<file path="src/rtl/dm_store_buffer.sv">
// Word-store write buffer that sits in front of the single-port data memory.
// Stores queue in a FIFO and drain when no load needs the port; loads that hit a queued store are forwarded from it.
module dm_store_buffer #(
    parameter int DEPTH = 4
) (
    input  logic        clk,
    input  logic        reset,
    input  logic        st_valid,
    input  logic [13:2] st_addr,
    input  logic [31:0] st_data,
    input  logic [31:0] st_pc,
    input  logic        ld_valid,
    input  logic [13:2] ld_addr,
    input  logic [31:0] dm_rdata,
    output logic        dm_we,
    output logic [13:2] dm_addr,
    output logic [31:0] dm_data,
    output logic [31:0] dm_pc,
    output logic [31:0] ld_data,
    output logic        stall,
    output logic        empty
);

    localparam int AW = $clog2(DEPTH);
    localparam logic [AW:0] FULL_COUNT = (AW+1)'(DEPTH);

    logic [13:2] addr_mem [DEPTH];
    logic [31:0] data_mem [DEPTH];
    logic [31:0] pc_mem   [DEPTH];

    logic [AW-1:0] head_reg;
    logic [AW-1:0] tail_reg;
    logic [AW:0]   count_reg;
    logic [AW:0]   count_next;

    logic push;
    logic pop;

    assign stall = st_valid && (count_reg == FULL_COUNT);
    assign push  = st_valid && !stall;
    assign pop   = (count_reg != '0) && !ld_valid;
    assign empty = (count_reg == '0);

    // Port arbitration: a load owns the port, otherwise the head entry drains.
    assign dm_we   = pop;
    assign dm_addr = ld_valid ? ld_addr : (pop ? addr_mem[head_reg] : '0);
    assign dm_data = pop ? data_mem[head_reg] : '0;
    assign dm_pc   = pop ? pc_mem[head_reg] : '0;

    // Slot gi is the gi-th oldest occupied entry counting from head.
    logic [AW-1:0]    slot_idx [DEPTH];
    logic [DEPTH-1:0] hit;

    generate
        for (genvar gi = 0; gi < DEPTH; gi++) begin : g_match
            assign slot_idx[gi] = head_reg + AW'(gi);
            assign hit[gi]      = ((AW+1)'(gi) < count_reg) && (addr_mem[slot_idx[gi]] == ld_addr);
        end
    endgenerate

    logic        fwd_hit;
    logic [31:0] fwd_data;

    // Scanning oldest to youngest lets the youngest match overwrite older ones.
    always_comb begin
        fwd_hit  = 1'b0;
        fwd_data = '0;
        for (int i = 0; i < DEPTH; i++) begin
            if (hit[i]) begin
                fwd_hit  = 1'b1;
                fwd_data = data_mem[slot_idx[i]];
            end
        end
    end

    assign ld_data = (ld_valid && fwd_hit) ? fwd_data : dm_rdata;

    always_comb begin
        count_next = count_reg;
        case ({push, pop})
            2'b10:   count_next = count_reg + 1'b1;
            2'b01:   count_next = count_reg - 1'b1;
            default: count_next = count_reg;
        endcase
    end

    always_ff @(posedge clk) begin
        if (reset) begin
            head_reg  <= '0;
            tail_reg  <= '0;
            count_reg <= '0;
            for (int i = 0; i < DEPTH; i++) begin
                addr_mem[i] <= '0;
                data_mem[i] <= '0;
                pc_mem[i]   <= '0;
            end
        end else begin
            if (push) begin
                addr_mem[tail_reg] <= st_addr;
                data_mem[tail_reg] <= st_data;
                pc_mem[tail_reg]   <= st_pc;
                tail_reg           <= tail_reg + AW'(1);
            end
            if (pop) begin
                head_reg <= head_reg + AW'(1);
            end
            count_reg <= count_next;
        end
    end

endmodule
</file>
<file path="config.mk">
export PLATFORM = sky130hd
export DESIGN_NAME = dm_store_buffer
export DESIGN_NICKNAME = d
export VERILOG_FILES = /design/src/rtl/dm_store_buffer.sv
export SDC_FILE = /design/constraint.sdc
export NUM_CORES = 1
export LEC_CHECK = 0
export BUFFER_PORTS_ARGS = -buffer_cell sky130_fd_sc_hd__buf_2
export CAP_MARGIN = 20
export CORE_ASPECT_RATIO = 1.5
export CORE_MARGIN = 8
export CORE_UTILIZATION = 30
export CTS_BUF_LIST = sky130_fd_sc_hd__clkbuf_8
export DETAILED_ROUTE_END_ITERATION = 16
export SLEW_MARGIN = 20
export SYNTH_ARGS = -nofsm -noshare
export SYNTH_HDL_FRONTEND = slang
export SYNTH_SLANG_ARGS = --single-unit
</file>
<file path="constraint.sdc">
create_clock -name clk -period 6.9 [get_ports clk]
set_clock_uncertainty 0.1 [all_clocks]
set_input_delay 0.69 -clock clk [delete_from_list [all_inputs] [get_ports clk]]
set_output_delay 0.69 -clock clk [all_outputs]
set_load 0.03 [all_outputs]
</file>
; ---- After elaboration in Yosys (flattened, before gate mapping)
; Memories as Yosys holds them, arrays and structs flattened. A register that Yosys moved wholly into a read port is not among the register bits.
; Index checks and enable logic that the tools add are counted.
[classes]
n_shift = 0
multipliers = 0
add_sub_neg = 6
reduce_logical = 16
bitwise_logic = 0
eq_ne = 7
order_cmp = 4
mux = 34
div_mod_pow = 0
[op_table]
columns = cell, n
row1 = $mux W32, 9
row2 = $reduce_or A32 Y1, 2
row3 = $eq A12 B12 Y1, 4
row4 = $mux W12, 3
row5 = $mux W2, 9
row6 = $mux W1, 12
row7 = $reduce_or A12 Y1, 1
row8 = $logic_and A1 B1 Y1, 8
row9 = $lt A1 B3 Y1 const A, 2
row10 = $lt A2 B3 Y1 const A, 2
row11 = $pmux W3 S2, 1
row12 = $add A2 B1 Y2 const B, 2
row13 = $add A2 B2 Y2 const B, 2
row14 = $add A3 B1 Y3 const B, 1
row15 = $eq A3 B3 Y1 const B, 1
row16 = $logic_not A3 Y1, 1
row17 = $reduce_bool A3 Y1, 1
row18 = $sub A3 B1 Y3 const B, 1
row19 = $eq A2 B1 Y1 const B, 1
row20 = $eq A2 B2 Y1 const B, 1
row21 = $logic_not A1 Y1, 2
row22 = $reduce_bool A2 Y1, 1
[word_totals]
mem_bits_rw = 304
in_bits = 124
reg_bits = 7
romBits = 0
memories = 3
latchBits = 0
word_cells = 73
[memory_table]
columns = name, depth, word_bits, rd, rd_ports_with_merged_regs, write_ports, line
row1 = data_mem, 4, 32, 4, 1, 4, 28  ; logic [31:0] data_mem [DEPTH];
row2 = pc_mem, 4, 32, 1, 1, 4, 29  ; logic [31:0] pc_mem [DEPTH];
row3 = addr_mem, 4, 12, 4, 1, 4, 27  ; logic [13:2] addr_mem [DEPTH];

; ---- Logic depth before layout (Yosys ltp)
[depth]
word_depth = 9
ltp_mapped = 13
mapped_depth_nobuf = 9

; ---- Worst setup path after synthesis
; Ideal clock, no wire load.
[synth_path]
kind = reg2reg
start = reg count_reg[0]
end = mem addr_mem[1][0] (netlist name), enable pin
path_stages_with_launch = 7
period_less_slack_ns = 5.211
arrival_time_ns = 4.585
setup_slack_ns = 1.689
t_required_ns = 6.274
cell_sequence = dfxtp_1 -> inv_1 -> ha_1 -> nand2_1 -> and2_1 -> inv_1 -> o21bai_1
[synth_rtl]
columns = item, line
row1 = start: declaration, 33  ; logic [AW:0] count_reg;
row2 = start signal: assignment, 107  ; count_reg <= count_next;
row3 = end: declaration, 27

; ---- Final worst setup path
[layout_path]
start = reg head_reg[1]
end = out ld_data[8]
[layout_via]
elab_chain_len = 9
elab_cells_between_ends = 19
classes_between = 3 x add/sub / 3 x eq/ne / 7 x mux / 4 x reduce/logical / 2 x memory
[layout_lines]
columns = item, line
row1 = start: declaration, 31  ; logic [AW-1:0] head_reg;
row2 = start signal: assignment, 105  ; head_reg <= head_reg + AW'(1);
row3 = $add A2 B1 Y2, 56  ; assign slot_idx[gi] = head_reg + AW'(gi);
row4 = $mem_v2 Z4 W12, --
row5 = $eq A12 B12 Y1, 57  ; assign hit[gi] = ((AW+1)'(gi) < count_reg) && (addr_mem[slot_idx[gi]] == ld_addr);
row6 = $logic_and A1 B1 Y1, 57
row7 = $mux W1 (3 in a row), 69  ; if (hit[i]) begin
row8 = $logic_and A1 B1 Y1, 76  ; assign ld_data = (ld_valid && fwd_hit) ? fwd_data : dm_rdata;
row9 = $mux W32 *, 76
row10 = end: declaration, 19  ; output logic [31:0] ld_data,
; Every way passes the cells marked *; elsewhere a longest branch is shown, timed or not.

==> impl_metrics.env <==
export IMPL_seq_area_frac_synth=0.472
export IMPL_postSynthCellCount=1684
export IMPL_number_of_antenna_violations_at_the_first_check_in_global_routing=12
export IMPL_die_h_um=330
export IMPL_max_cap_viol_count=0
export IMPL_p_leak_nw=8.51
export IMPL_cts_path_max_buffers=3
export IMPL_post_cts_hold_buffer_count=0
export IMPL_cp_max_fo=54
export IMPL_layout_area_overhead_vs_synth_pct=14.1
export IMPL_final_antenna_net_count=0
export IMPL_slowest_stage="dfxtp_4"
export IMPL_fin_nets=1960
export IMPL_clk_latency_ps=640
export IMPL_detail_route_first_pass_iterations=5
export IMPL_worst_setup_path_end_kind="output port"
export IMPL_grt_usage=0.168
export IMPL_timing_final_hold_violations=0
export IMPL_number_of_synthesized_flops_with_an_enable_pin=304
export IMPL_synth_async_reset_ratio=0
export IMPL_die_width_um=225
export IMPL_tritoncts_num_buffers=50
export IMPL_rows=115
export IMPL_fmax_achieved_mhz=174
export IMPL_finalWirelength_mm=63.5
export IMPL_report_final_slew_viol_count=0
export IMPL_ys_seq_elements=313
export IMPL_final_cell_area_sq_um=22500
export IMPL_post_dp_hpwl_mm=39.6
export IMPL_netlist_top_cells_area="edfxtp_1 46%, mux4_2 15%, and2_1 4.5%, nor2_1 4.3%, a21oi_1 2.3%"
export IMPL_arrival_ps=4970
export IMPL_initial_util=0.302
export IMPL_worst_hold_slack_ps=234
export IMPL_final_min_period_over_clock_period=0.835
export IMPL_crit_required_ps=6110
export IMPL_drc_errors=0
export IMPL_cts_num_sinks=313
export IMPL_grt_start_max_net_pins=77
export IMPL_gr_total_overflow=0
export IMPL_synthesis_area_sq_um=19700
export IMPL_post_synth_top_count_cell="edfxtp_1"
export IMPL_worst_slew_pin_slew_ps=1070
export IMPL_critPathMaxStageDelay_ps=800
export IMPL_commonest_cells_in_the_synthesized_netlist="304 x edfxtp_1, 227 x nor2_1, 141 x and2_1"
export IMPL_area_post_placement_sq_um=21600
export IMPL_hold_class="input pin to register"
export IMPL_crit_path_start_kind="register"
export IMPL_final_setup_violating_endpoints=0
export IMPL_n_fill_cell=6514
export IMPL_max_vdd_ir_drop_uv=152
export IMPL_cts_tree="done"
export IMPL_die_area_sq_um=74400
export IMPL_final_min_clock_period_ps=5760
export IMPL_criticalPathCategory="register to output port"
export IMPL_ctsRootBufferMaster="clkbuf_8"
export IMPL_detail_route_wl_per_cell_um=23.1
export IMPL_grt_setup_unrepaired="no"
export IMPL_cp_cell_sequence="mux4_2 -> xnor2_1 -> o2111ai_1 -> or2_2 -> o2111a_2 -> nand2b_4 -> a21oi_1 -> buf_2"
export IMPL_synth_lib_cells_used_distinct=49
export IMPL_postSynthNetCount=1813
export IMPL_worst_setup_path_startpoint="head_reg[1]$_SDFFE_PP0P_"
export IMPL_floorplan_core_area_sq_um=65300
export IMPL_p_comb_frac=0.384
export IMPL_cpLargestDelayFamily="simple AND/OR/NAND/NOR gates"
export IMPL_synthDominantAreaCellType="edfxtp_1"
export IMPL_grt_pass1_wl_mm=95.2
export IMPL_cell_internal_pwr_mw=4.08
export IMPL_pwr_density_cell_nw_per_um2=293
export IMPL_io_pins=235
export IMPL_synth_top_cell_area_share=0.463
export IMPL_detail_route_iter0_violations=1108
export IMPL_cts_setup_buffers=0
export IMPL_via_count=14600
export IMPL_synth_warnings=0
export IMPL_worstPathBufferInverterCount=1
export IMPL_first_global_vias=15600
export IMPL_layout_top_registers="data_mem: 128 flops, pc_mem: 128 flops, addr_mem: 48 flops"
export IMPL_viasPerCell=5.30
export IMPL_fraction_of_final_layout_cells_with_drive_strength_greater_than_1=0.295
export IMPL_tns_ps=0
export IMPL_sw_frac_of_total=0.383
export IMPL_clkTransAtPathRegs_ps=70
export IMPL_clock_power_share=0.228
export IMPL_total_switching_power_mw=2.53
export IMPL_outcome="finished clean"
export IMPL_timing_slew_headroom=0.289
export IMPL_globalplace_congestion=0.816
export IMPL_ys_flop_type="edfxtp_1"
export IMPL_regToRegStartpoint="count_reg[0]$_SDFFE_PP0P_"
export IMPL_seq_power_share=0.388
export IMPL_buffer_ports_inserted=234
export IMPL_clock_tree_htree_level_count=2
export IMPL_min_delay_start="st_pc[21]"
export IMPL_post_cts_resize_count=0
export IMPL_synth_area_per_cell_sq_um=11.7
## layer usage
layer	part of all wire	wire (um)	global-route usage
met5	0.00063	40	0
met4	0.043	2730	0.0801
met3	0.069	4380	0.0351
met2	0.52	32900	0.305
met1	0.37	23500	0.184
## through the flow
step | setup slack [ps] | total power [mW] | util | instances
detailed placement | 1760 | 5.15 | 0.330 | 2655
CTS | 1020 | 6.68 | 0.344 | 2742
global placement | 1820 | 5.10 | 0.330 | 2655
floorplan | 1690 | 4.40 | - | 1684
finish | 1140 | 6.61 | 0.345 | 2748
global route | 867 | 6.94 | 0.345 | 2745
## layout make-up
cell class	instances	area, sq um	area share
multi-input combinational	1093	9350	0.415
sequential	313	9320	0.414
timing repair buffer	262	1420	0.0630
tap	877	1100	0.0487
clock buffer	50	688	0.0306
inverter	111	417	0.0185
clock inverter	37	214	0.00950
antenna	5	12.5	0.000556
## power groups by stage
stage | clock (mW) | sequential, mW | combinational, mW
finish | 1.51 | 2.56 | 2.54
global route | 1.61 | 2.60 | 2.73
CTS | 1.56 | 2.57 | 2.56
detailed placement | 0 | 2.60 | 2.54
global placement | 0 | 2.58 | 2.52
floorplan | 0 | 2.41 | 1.99
## final timing paths
path	to	slack (ps)	cells past startpoint
setup / recovery	ld_data[8]	1140	8
hold / removal	pc_mem[0][21]$_SDFFCE_PN0P_	230	2
setup reg to reg	pc_mem[2][12]$_SDFFCE_PN0P_	3400	9
hold reg to reg	count_reg[0]$_SDFFE_PP0P_	540	2
## cells in the final DEF, fill, tap and decap left out, types with 34 or more instances in the layout
cell / synthesis / routed
edfxtp_1: 304 / 304
buf_2: 30 / 234
nor2_1: 227 / 225
and2_1: 141 / 141
mux4_2: 131 / 131
inv_1: 111 / 123
a21oi_1: 89 / 89
nand2_1: 80 / 80
clkbuf_8: 1 / 50
nand4_1: 37 / 37
mux2i_1: 37 / 37
o21ai_0: 34 / 34
## kinds of logic after synthesis
family,synth area share
simple gates,0.135
flops,0.472
compound gates,0.103
buf+inv,0.0608
mux,0.201
xor+xnor,0.0249
fa+ha+maj,0.00317
(Power assumes the default switching activity.)
